==> src/rtl/addsub_slice_sequencer_if.sv <==
// Handshake and CLA-slice bus for the sequential add/subtract controller.
// The slave side is the sequencer itself; the master side is the environment,
// which supplies operands, consumes results and hosts the combinational
// CLA slice.
interface addsub_slice_sequencer_if #(
    parameter int WIDTH = 15,
    parameter int SLICE = 3
);
    logic             in_valid;
    logic             in_ready;
    logic [WIDTH-1:0] in_a;
    logic [WIDTH-1:0] in_b;
    logic             in_sub;

    logic [SLICE-1:0] cla_a;
    logic [SLICE-1:0] cla_b;
    logic             cla_c0;
    logic [SLICE-1:0] cla_s;
    logic [SLICE-1:0] cla_carry;

    logic             out_valid;
    logic             out_ready;
    logic [WIDTH-1:0] out_sum;
    logic             out_cout;
    logic             out_ovf;

    modport master (
        output in_valid, in_a, in_b, in_sub, out_ready, cla_s, cla_carry,
        input  in_ready, cla_a, cla_b, cla_c0, out_valid, out_sum, out_cout, out_ovf
    );

    modport slave (
        input  in_valid, in_a, in_b, in_sub, out_ready, cla_s, cla_carry,
        output in_ready, cla_a, cla_b, cla_c0, out_valid, out_sum, out_cout, out_ovf
    );
endinterface

==> src/rtl/addsub_slice_sequencer.sv <==
// Sequential two's-complement add/subtract built around an external
// combinational CLA slice. One SLICE-wide chunk is presented per cycle, the
// slice carry is chained through a register, and the finished sum is
// published with carry-out and signed overflow on a valid/ready handshake.
// Subtraction is A + ~B + 1: B is inverted at capture time and the +1 enters
// as the carry-in of the lowest slice.
module addsub_slice_sequencer #(
    parameter int WIDTH = 15,
    parameter int SLICE = 3
) (
    input logic                     clk,
    input logic                     rst_n,
    addsub_slice_sequencer_if.slave bus
);
    localparam int NSLICE = WIDTH / SLICE;
    localparam int IDX_W  = (NSLICE > 1) ? $clog2(NSLICE) : 1;
    localparam logic [IDX_W-1:0] LAST_IDX = IDX_W'(NSLICE - 1);
    localparam int LO_W   = WIDTH - SLICE;

    typedef enum logic [1:0] {
        IDLE,
        RUN,
        DONE
    } state_t;

    state_t state;
    state_t state_nxt;

    logic [WIDTH-1:0] a_r;
    logic [WIDTH-1:0] b_r;
    logic             sub_r;
    logic             c_r;
    logic [IDX_W-1:0] idx;
    logic [LO_W-1:0]  lo_r;
    logic [WIDTH-1:0] sum_r;
    logic             cout_r;
    logic             ovf_r;

    logic             accept;
    logic             last;
    logic             in_ready_c;
    logic             out_valid_c;
    logic [SLICE-1:0] cla_a_c;
    logic [SLICE-1:0] cla_b_c;
    logic             cla_c0_c;

    // State register; an asynchronous reset abandons any transaction in flight.
    always_ff @(posedge clk or negedge rst_n) begin
        if (!rst_n) begin
            state <= IDLE;
        end else begin
            state <= state_nxt;
        end
    end

    // Next-state decode, handshake flags and the slice presented to the CLA.
    always_comb begin
        state_nxt   = state;
        accept      = 1'b0;
        last        = 1'b0;
        in_ready_c  = 1'b0;
        out_valid_c = 1'b0;
        cla_a_c     = '0;
        cla_b_c     = '0;
        cla_c0_c    = 1'b0;
        case (state)
            IDLE: begin
                in_ready_c = 1'b1;
                if (bus.in_valid) begin
                    accept    = 1'b1;
                    state_nxt = RUN;
                end
            end
            RUN: begin
                cla_a_c  = a_r[int'(idx)*SLICE +: SLICE];
                cla_b_c  = b_r[int'(idx)*SLICE +: SLICE];
                cla_c0_c = (idx == '0) ? sub_r : c_r;
                if (idx == LAST_IDX) begin
                    last      = 1'b1;
                    state_nxt = DONE;
                end
            end
            DONE: begin
                out_valid_c = 1'b1;
                if (bus.out_ready) begin
                    state_nxt = IDLE;
                end
            end
            default: begin
                state_nxt = IDLE;
            end
        endcase
    end

    // Operand capture, per-slice sum accumulation and result publication.
    // The published sum lives in its own register so it stays put while the
    // next transaction is being accumulated in lo_r.
    always_ff @(posedge clk or negedge rst_n) begin
        if (!rst_n) begin
            a_r    <= '0;
            b_r    <= '0;
            sub_r  <= 1'b0;
            c_r    <= 1'b0;
            idx    <= '0;
            lo_r   <= '0;
            sum_r  <= '0;
            cout_r <= 1'b0;
            ovf_r  <= 1'b0;
        end else if (accept) begin
            a_r   <= bus.in_a;
            b_r   <= bus.in_sub ? ~bus.in_b : bus.in_b;
            sub_r <= bus.in_sub;
            idx   <= '0;
        end else if (state == RUN) begin
            c_r <= bus.cla_carry[SLICE-1];
            if (last) begin
                sum_r  <= {bus.cla_s, lo_r};
                cout_r <= bus.cla_carry[SLICE-1];
                ovf_r  <= bus.cla_carry[SLICE-1] ^ bus.cla_carry[SLICE-2];
            end else begin
                lo_r[int'(idx)*SLICE +: SLICE] <= bus.cla_s;
                idx <= idx + 1'b1;
            end
        end
    end

    assign bus.in_ready  = in_ready_c;
    assign bus.out_valid = out_valid_c;
    assign bus.out_sum   = sum_r;
    assign bus.out_cout  = cout_r;
    assign bus.out_ovf   = ovf_r;
    assign bus.cla_a     = cla_a_c;
    assign bus.cla_b     = cla_b_c;
    assign bus.cla_c0    = cla_c0_c;
endmodule

==> src/flat_wrapper.sv <==
// flat-port wrapper written by rule: the top's interface ports become plain ports
module addsub_slice_sequencer_flat 
#(
    parameter int WIDTH = 15,
    parameter int SLICE = 3
)
  (clk, rst_n, bus_in_valid, bus_in_a, bus_in_b, bus_in_sub, bus_out_ready, bus_cla_s, bus_cla_carry, bus_in_ready, bus_cla_a, bus_cla_b, bus_cla_c0, bus_out_valid, bus_out_sum, bus_out_cout, bus_out_ovf);
  addsub_slice_sequencer_if #(.WIDTH(WIDTH), .SLICE(SLICE)) bus_i ();
  input logic clk;
  input logic rst_n;
  input wire logic [$bits(bus_i.in_valid)-1:0] bus_in_valid;
  input wire logic [$bits(bus_i.in_a)-1:0] bus_in_a;
  input wire logic [$bits(bus_i.in_b)-1:0] bus_in_b;
  input wire logic [$bits(bus_i.in_sub)-1:0] bus_in_sub;
  input wire logic [$bits(bus_i.out_ready)-1:0] bus_out_ready;
  input wire logic [$bits(bus_i.cla_s)-1:0] bus_cla_s;
  input wire logic [$bits(bus_i.cla_carry)-1:0] bus_cla_carry;
  output wire logic [$bits(bus_i.in_ready)-1:0] bus_in_ready;
  output wire logic [$bits(bus_i.cla_a)-1:0] bus_cla_a;
  output wire logic [$bits(bus_i.cla_b)-1:0] bus_cla_b;
  output wire logic [$bits(bus_i.cla_c0)-1:0] bus_cla_c0;
  output wire logic [$bits(bus_i.out_valid)-1:0] bus_out_valid;
  output wire logic [$bits(bus_i.out_sum)-1:0] bus_out_sum;
  output wire logic [$bits(bus_i.out_cout)-1:0] bus_out_cout;
  output wire logic [$bits(bus_i.out_ovf)-1:0] bus_out_ovf;
  assign bus_i.in_valid = bus_in_valid;
  assign bus_i.in_a = bus_in_a;
  assign bus_i.in_b = bus_in_b;
  assign bus_i.in_sub = bus_in_sub;
  assign bus_i.out_ready = bus_out_ready;
  assign bus_i.cla_s = bus_cla_s;
  assign bus_i.cla_carry = bus_cla_carry;
  assign bus_in_ready = bus_i.in_ready;
  assign bus_cla_a = bus_i.cla_a;
  assign bus_cla_b = bus_i.cla_b;
  assign bus_cla_c0 = bus_i.cla_c0;
  assign bus_out_valid = bus_i.out_valid;
  assign bus_out_sum = bus_i.out_sum;
  assign bus_out_cout = bus_i.out_cout;
  assign bus_out_ovf = bus_i.out_ovf;
  addsub_slice_sequencer #(.WIDTH(WIDTH), .SLICE(SLICE)) u_core (.clk(clk), .rst_n(rst_n), .bus(bus_i));
endmodule
==> config.mk <==
export PLATFORM = sky130hd
export DESIGN_NAME = addsub_slice_sequencer_flat
export DESIGN_NICKNAME = d
export VERILOG_FILES = /design/src/rtl/addsub_slice_sequencer_if.sv /design/src/rtl/addsub_slice_sequencer.sv /design/src/flat_wrapper.sv
export SDC_FILE = /design/constraint.sdc
export NUM_CORES = 1
export LEC_CHECK = 0
export ABC_AREA = 1
export CAP_MARGIN = 20
export CORE_ASPECT_RATIO = 1.5
export CORE_MARGIN = 4
export CORE_UTILIZATION = 46
export CTS_CLUSTER_SIZE = 40
export DETAILED_ROUTE_END_ITERATION = 8
export MAX_ROUTING_LAYER = met4
export PLACE_DENSITY = 0.81
export SLEW_MARGIN = 15
export SYNTH_ARGS = -nofsm -noshare
export SYNTH_HDL_FRONTEND = slang
export SYNTH_SLANG_ARGS = --single-unit
==> constraint.sdc <==
create_clock -name clk -period 1.94 [get_ports clk]
set_clock_uncertainty 0.15 [all_clocks]
set_input_delay 0.485 -clock clk [delete_from_list [all_inputs] [get_ports clk]]
set_output_delay 0.485 -clock clk [all_outputs]
set_load 0.03 [all_outputs]
==> impl_metrics.json, run 1 <==
{
  "outcome": "finished with violations",
  "violations": "negative setup slack",
  "report.power.total_mw": 7.95,
  "hold_path_class": "reg2reg",
  "endpoint_kind": "output pin",
  "cp_data_required_time_ns": 1.30,
  "clock_path_buffers": 2,
  "start_kind": "flip-flop",
  "clk_latency_ns": 0.35,
  "grt_pass1_vias": 2864,
  "numClockSinks": 66,
  "core-area_um2": 6810,
  "grt_pass1_wl_mm": 12.7,
  "max_cap_violations": 0,
  "pin_count": 67,
  "placementRows": 37,
  "max_slew.worst_pin.slew_ns": 0.450,
  "fmax_mhz": 430,
  "diodes": 0,
  "setup_tns_ns": -2.45,
  "yosysSeqAreaShare_pct": 51.5,
  "leakage_nw": 2.17,
  "grt_max_degree": 52,
  "synthesis.nets": 430,
  "slew_headroom_pct": 69.9,
  "initial_core_util_pct": 47.1,
  "whs_ns": 0.316,
  "critical_path_class": "reg2out",
  "synth.distinct_cells": 26,
  "rsz0062_at_grt": "true",
  "fin_crit_sh_pct": 120,
  "ys.warnings.count": 0,
  "htree_levels": 3,
  "dp_slack_ns": -0.0389,
  "netlist_instances": 382,
  "grt_usage_pct": 19.6,
  "path_cells": "inv_4 -> clkbuf_16 -> nand2_2 -> nand3_2 -> nand2_1 -> nand2_1 -> a21oi_2 -> buf_6",
  "netlist.top_cell.by_area": "dfrtp_1",
  "cpLargestDelayFamily": "flip-flops",
  "crit_slowest_cell": "dfrtp_2",
  "reg2reg_slack_ns": 0.07,
  "cts_root_buf": "clkbuf_8",
  "design_area_um2": 4480,
  "hold_violations": 0,
  "syn_area_per_cell_um2": 8.40,
  "clkSlewWorstSetupHoldPaths_ns": 0.07,
  "num_vias": 2836,
  "gp_congestion": 0.872,
  "postPlaceCellArea_um2": 4060,
  "grt-ovfl-total": 0,
  "antenna_found_initial": 0,
  "finalCriticalPeriod_ns": 2.32,
  "drc": 0,
  "fin_ws_ns": -0.384,
  "port-buffer-count": 65,
  "hpwl_mm": 5.14,
  "via_per_inst": 5.20,
  "cp_common_cell": "nand2_1",
  "p_per_area_nw_per_um2": 1780,
  "worst-path-buf-inv": 3,
  "die_y_um": 110,
  "drt_first_pass_iters": 4,
  "wire_per_inst_um": 14.5,
  "drt_wl_total_mm": 7.92,
  "peakVddDrop_mv": 1.03,
  "dieArea_um2": 8400,
  "syn-cell-area_um2": 3210,
  "synth_top_cell_area_share_pct": 51.5,
  "n_fill_cell": 534,
  "drive_gt1_share_pct": 21.4,
  "ant_nets": 0,
  "slowest_delay_ns": 0.47,
  "fin_nets": 510,
  "cts_tree": "done",
  "die_x_um": 76.2,
  "path_max_fanout": 6,
  "ys_top_cells_by_area": "dfrtp_1 51%, nand2_1 15%, o21ai_1 4.8%, xnor2_1 4.4%, inv_1 4.3%",
  "maxSlewViolCount": 0,
  "setup_viol": 7,
  "cts_buffers": 9,
  "ys_seq_elements": 66,
  "syn2layout_area_growth_pct": 39.6,
  "drtIter0Drc": 143,
  "arrival_ns": 1.69
}
==> path summary, 6_finish.rpt <==
kind | startpoint | to | cells after the start
worst max register to register | u_core.idx[0] | u_core.bus.out_sum[13] | 9
worst min register to register | u_core.bus.out_sum[2] | u_core.bus.out_sum[2] | 2
worst min-delay path | u_core.bus.out_sum[2] | u_core.bus.out_sum[2] | 2
worst max-delay path | u_core.idx[0] | bus_cla_b[2] | 8
max in group asynchronous | rst_n | u_core.idx[2] | 3
min in group asynchronous | rst_n | u_core.a_r[2] | 2
==> flip-flops by register name, summed over array words and instances, names as in the netlist <==
register / flops
u_core.c_r: 1
u_core.bus.out_sum: 15
u_core.lo_r: 12
u_core.b_r: 15
u_core.sub_r: 1
u_core.bus.out_ovf: 1
u_core.state: 2
u_core.bus.out_cout: 1
u_core.a_r: 15
u_core.idx: 3
==> cells in the mapped netlist, drive strengths merged <==
cell / instances
nand4: 4
nor2: 11
dfrtp: 66
nor3: 5
nand2: 129
a21oi: 8
xnor2: 16
o31ai: 1
clkinv: 1
inv: 45
o22ai: 1
buf: 15
nand3: 19
ha: 7
clkbuf: 3
o21ai: 51
==> worst reg2reg max path, delay by kind of cell, from the launching register on <==
kind / cells / cell delay [ns]
and+or+nand+nor: 2 / 0.23
DFF: 1 / 0.48
buffers and inverters: 4 / 0.41
adders and majority gates: 2 / 0.43
AOI/OAI and AO/OA: 1 / 0.06
==> layer usage <==
| metal | share of wire [%] | up-vias | track usage, % | wire (um) |
|---|---|---|---|---|
| met5 | 0 | - | - | 0 |
| met2 | 53 | 109 | 34.1 | 4190 |
| met4 | 4.4 | 0 | 13.0 | 352 |
| li1 | - | 1358 | - | - |
| met3 | 4.9 | 34 | 3.58 | 385 |
| met1 | 38 | 1335 | 20.4 | 2990 |
==> cell type report <==
class / instances / area (um2) / area share (%)
clock buffer: 12 / 165 / 3.69
multi-input combinational: 252 / 1410 / 31.5
sequential: 66 / 1650 / 36.9
inverter: 46 / 176 / 3.94
timing repair buffer: 87 / 905 / 20.2
tap: 78 / 97.6 / 2.18
clock inverter: 4 / 72.6 / 1.62
==> placed cells by master (no fill, tap or decap), types with 2 or more instances in the layout <==
cell,instances
nand2_1,114
dfrtp_1,64
clkdlybuf4s50_1,38
inv_1,37
o21ai_1,31
o21ai_0,19
dlygate4sd2_1,17
xnor2_1,16
buf_4,14
nand2_2,13
clkbuf_8,12
nand3_1,11
nand3_2,8
buf_6,8
inv_2,7
buf_12,7
a21oi_2,5
nor2_1,5
nor2_4,5
nor3_1,4
ha_1,4
nand4_1,3
clkinv_2,2
nand2_4,2
a21oi_4,2
ha_2,2
bufinv_16,2
dfrtp_2,2
==> through the flow <==
| stage | instances | util [%] |
|---|---|---|
| floorplan | 382 | - |
| global route | 545 | 65.8 |
| global placement | 524 | 59.7 |
| detailed placement | 524 | 59.7 |
| finish | 545 | 65.8 |
| CTS | 542 | 63.9 |
==> report_power, final <==
group | internal [mW] | switching (mW)
clock network | 0.826 | 0.532
logic | 1.67 | 2.60
registers | 2.00 | 0.334
==> cell families after synthesis <==
logic type	share of synthesized area, %
xor+xnor	4.37
fa+ha+maj	2.73
buf+inv	8.89
flops	51.5
compound gates	9.63
simple gates	22.9
==> what timing repair did <==
action / CTS / global route
cloned: 0 / 1
hold endpoints to repair: 15 / 0
hold buffers: 1 / 0
setup buffers: 2 / 2
gates resized for setup: 32 / 24
pin swaps: 2 / 8
setup endpoints to repair: 24 / 22
Power figures use the tool's default switching activity.
==> inputs of run 2 (changes only) <==
--- a/config.mk
+++ b/config.mk
@@ -9,11 +9,12 @@
 export CAP_MARGIN = 20
 export CORE_ASPECT_RATIO = 1.5
 export CORE_MARGIN = 4
-export CORE_UTILIZATION = 46
+export CORE_UTILIZATION = 63
 export CTS_CLUSTER_SIZE = 40
 export DETAILED_ROUTE_END_ITERATION = 8
+export DONT_BUFFER_PORTS = 1
 export MAX_ROUTING_LAYER = met4
-export PLACE_DENSITY = 0.81
+export PLACE_DENSITY = 0.84
 export SLEW_MARGIN = 15
 export SYNTH_ARGS = -nofsm -noshare
 export SYNTH_HDL_FRONTEND = slang
==> constraint.sdc (replaced) <==
create_clock -name clk -period 2.2 [get_ports clk]
set_clock_uncertainty 0.15 [all_clocks]
set_input_delay 0.55 -clock clk [delete_from_list [all_inputs] [get_ports clk]]
set_output_delay 0.55 -clock clk [all_outputs]
set_load 0.03 [all_outputs]
==> impl_metrics.json, run 2 (synthesis gave the netlist of run 1 again) <==
{
  "outcome": "finished with violations",
  "violations": "negative hold slack, negative setup slack",
  "drt_wl_total_mm": 6.90,
  "reg2reg_from": "u_core.idx[1]",
  "fin_crit_sh_pct": 105,
  "diodes": 0,
  "final_common_cell": "nand2_1",
  "slowest_delay_ns": 0.46,
  "critical_path_class": "reg2out",
  "hold_path_class": "in2async",
  "endpoint_kind": "output pin",
  "fin_ws_ns": -0.108,
  "pwr-share-clk_pct": 17.7,
  "syn2layout_area_growth_pct": 14.6,
  "clkSlewWorstSetupHoldPaths_ns": 0.07,
  "cts_tree": "done",
  "drt_first_pass_iters": 4,
  "max_cap_violations": 0,
  "crit_start": "u_core.idx[0]",
  "arrival_ns": 1.61,
  "cp_data_required_time_ns": 1.50,
  "drive_gt1_share_pct": 16.9,
  "fin_cells": 462,
  "antenna_found_initial": 0,
  "peakVddDrop_mv": 1.16,
  "drc": 0,
  "port-buffer-count": 0,
  "pin_count": 67,
  "crit_slowest_cell": "dfrtp_2",
  "postPlaceCellArea_um2": 3290,
  "report.power.total_mw": 6.28,
  "setup_viol": 7,
  "rsz0062_at_grt": "true",
  "max_slew.worst_pin.slew_ns": 0.553,
  "clk_latency_ns": 0.34,
  "worst-path-buf-inv": 2,
  "start_kind": "flip-flop",
  "core-area_um2": 4890,
  "htree_levels": 3,
  "internal-power_mw": 3.50,
  "leakage_nw": 1.79,
  "dieArea_um2": 6320,
  "numClockSinks": 66,
  "grt-ovfl-total": 0,
  "path_cells": "buf_6 -> nor3_4 -> nand2_1 -> a21oi_2 -> buf_6",
  "hold_violations": 66,
  "via_per_inst": 5.31,
  "grt_max_degree": 67,
  "placementRows": 31,
  "p_comb_share_pct": 44.6,
  "setup_tns_ns": -0.633,
  "final_cell_mix": "123 x nand2_1, 64 x dfrtp_1, 37 x inv_1",
  "fmax_mhz": 433,
  "gp_congestion": 0.820,
  "post-place-cells": 443,
  "initial_core_util_pct": 65.6,
  "maxSlewViolCount": 0,
  "die_y_um": 95.4,
  "cpLargestDelayFamily": "flip-flops",
  "slew_headroom_pct": 63.0,
  "power_frac_seq_pct": 37.6,
  "p_switching_mw": 2.78,
  "whs_ns": -0.257,
  "cts_buffers": 9,
  "fin_nets": 439,
  "finalCriticalPeriod_ns": 2.31,
  "design_area_um2": 3680,
  "p_per_area_nw_per_um2": 1710,
  "grt_usage_pct": 24.8,
  "cts_root_buf": "clkbuf_8",
  "grt_pass1_wl_mm": 11.4,
  "ant_nets": 0,
  "clock_path_buffers": 2,
  "wire_per_inst_um": 14.9,
  "cp_common_cell": "buf_6",
  "path_max_fanout": 6,
  "die_x_um": 66.3,
  "hpwl_mm": 4.52,
  "num_vias": 2453,
  "drtIter0Drc": 164,
  "grt_pass1_vias": 2578,
  "swShare_pct": 44.3
}
==> run 2: changes by cell type in the layout (fill, tap and decap cells not counted), moves of 6 or more <==
cell | before | now
clkdlybuf4s50_1 | 38 | 0
dlygate4sd2_1 | 17 | 0
nand3_2 | 8 | 1
nand2_2 | 13 | 4
buf_4 | 14 | 6
nand3_1 | 11 | 18
nand2_1 | 114 | 123
buf_12 | 7 | 1
==> run 2: timing repair <==
| item | 4_1_cts | 5_1_grt |
|---|---|---|
| hold endpoints to repair | 66 | 66 |
| pin swaps | 14 | 1 |
| resized for setup | 32 | 1 |
| setup buffers | 2 | 0 |
| endpoints found under the setup margin | 7 | 7 |
| cloned | 1 | 0 |
==> run 2: power by group through the flow <==
stage	logic [mW]	clock network, mW	registers, mW
2_1_floorplan	1.90	0	2.27
3_3_place_gp	2.28	0	2.33
3_5_place_dp	2.36	0	2.35
4_1_cts	2.77	1.14	2.36
5_1_grt	3.09	1.19	2.42
6_report	2.80	1.11	2.36
==> run 2: path summary, 6_finish.rpt <==
kind	slack, ns	to	cells past startpoint
setup / recovery	-0.11	bus_cla_a[1]	5
hold / removal	-0.26	u_core.bus.out_sum[3]	0
setup reg to reg	0.21	u_core.bus.out_sum[9]	8
hold reg to reg	0.33	u_core.bus.out_sum[8]	2
max in group asynchronous	2.05	u_core.idx[1]	0
min in group clk	0.15	u_core.state[1]	1
==> run 2: layout make-up <==
| type | instances | area (um2) |
|---|---|---|
| Inverter | 46 | 180 |
| Timing Repair Buffer | 16 | 183 |
| Sequential cell | 66 | 1650 |
| Multi-Input combinational cell | 252 | 1360 |
| Fill cell | 363 | 1210 |
| Clock inverter | 5 | 77.6 |
| Tap cell | 66 | 82.6 |
| Clock buffer | 11 | 141 |
==> run 2: metal layers <==
layer	up-vias	global-route usage, %	routed length [um]
met5	-	-	0
met4	0	10.7	176
met3	12	6.01	327
met2	78	44.0	3780
met1	1146	25.6	2610
li1	1217	-	-
==> run 2: per-stage QoR <==
step | setup slack, ns | utilization (%)
2_1_floorplan | 0.0329 | -
3_3_place_gp | 0.147 | 67.3
3_5_place_dp | 0.103 | 67.3
4_1_cts | -0.0824 | 75.2
5_1_grt | -0.195 | 75.2
6_report | -0.108 | 75.2
==> inputs of run 3 (changes only) <==
--- a/config.mk
+++ b/config.mk
@@ -10,7 +10,7 @@
 export CORE_ASPECT_RATIO = 1.5
 export CORE_MARGIN = 4
 export CORE_UTILIZATION = 63
-export CTS_CLUSTER_SIZE = 40
+export CTS_CLUSTER_SIZE = 10
 export DETAILED_ROUTE_END_ITERATION = 8
 export DONT_BUFFER_PORTS = 1
 export MAX_ROUTING_LAYER = met4
==> results of run 3 <==
No change in the layout: final DEF, timing and power equal those of run 2.
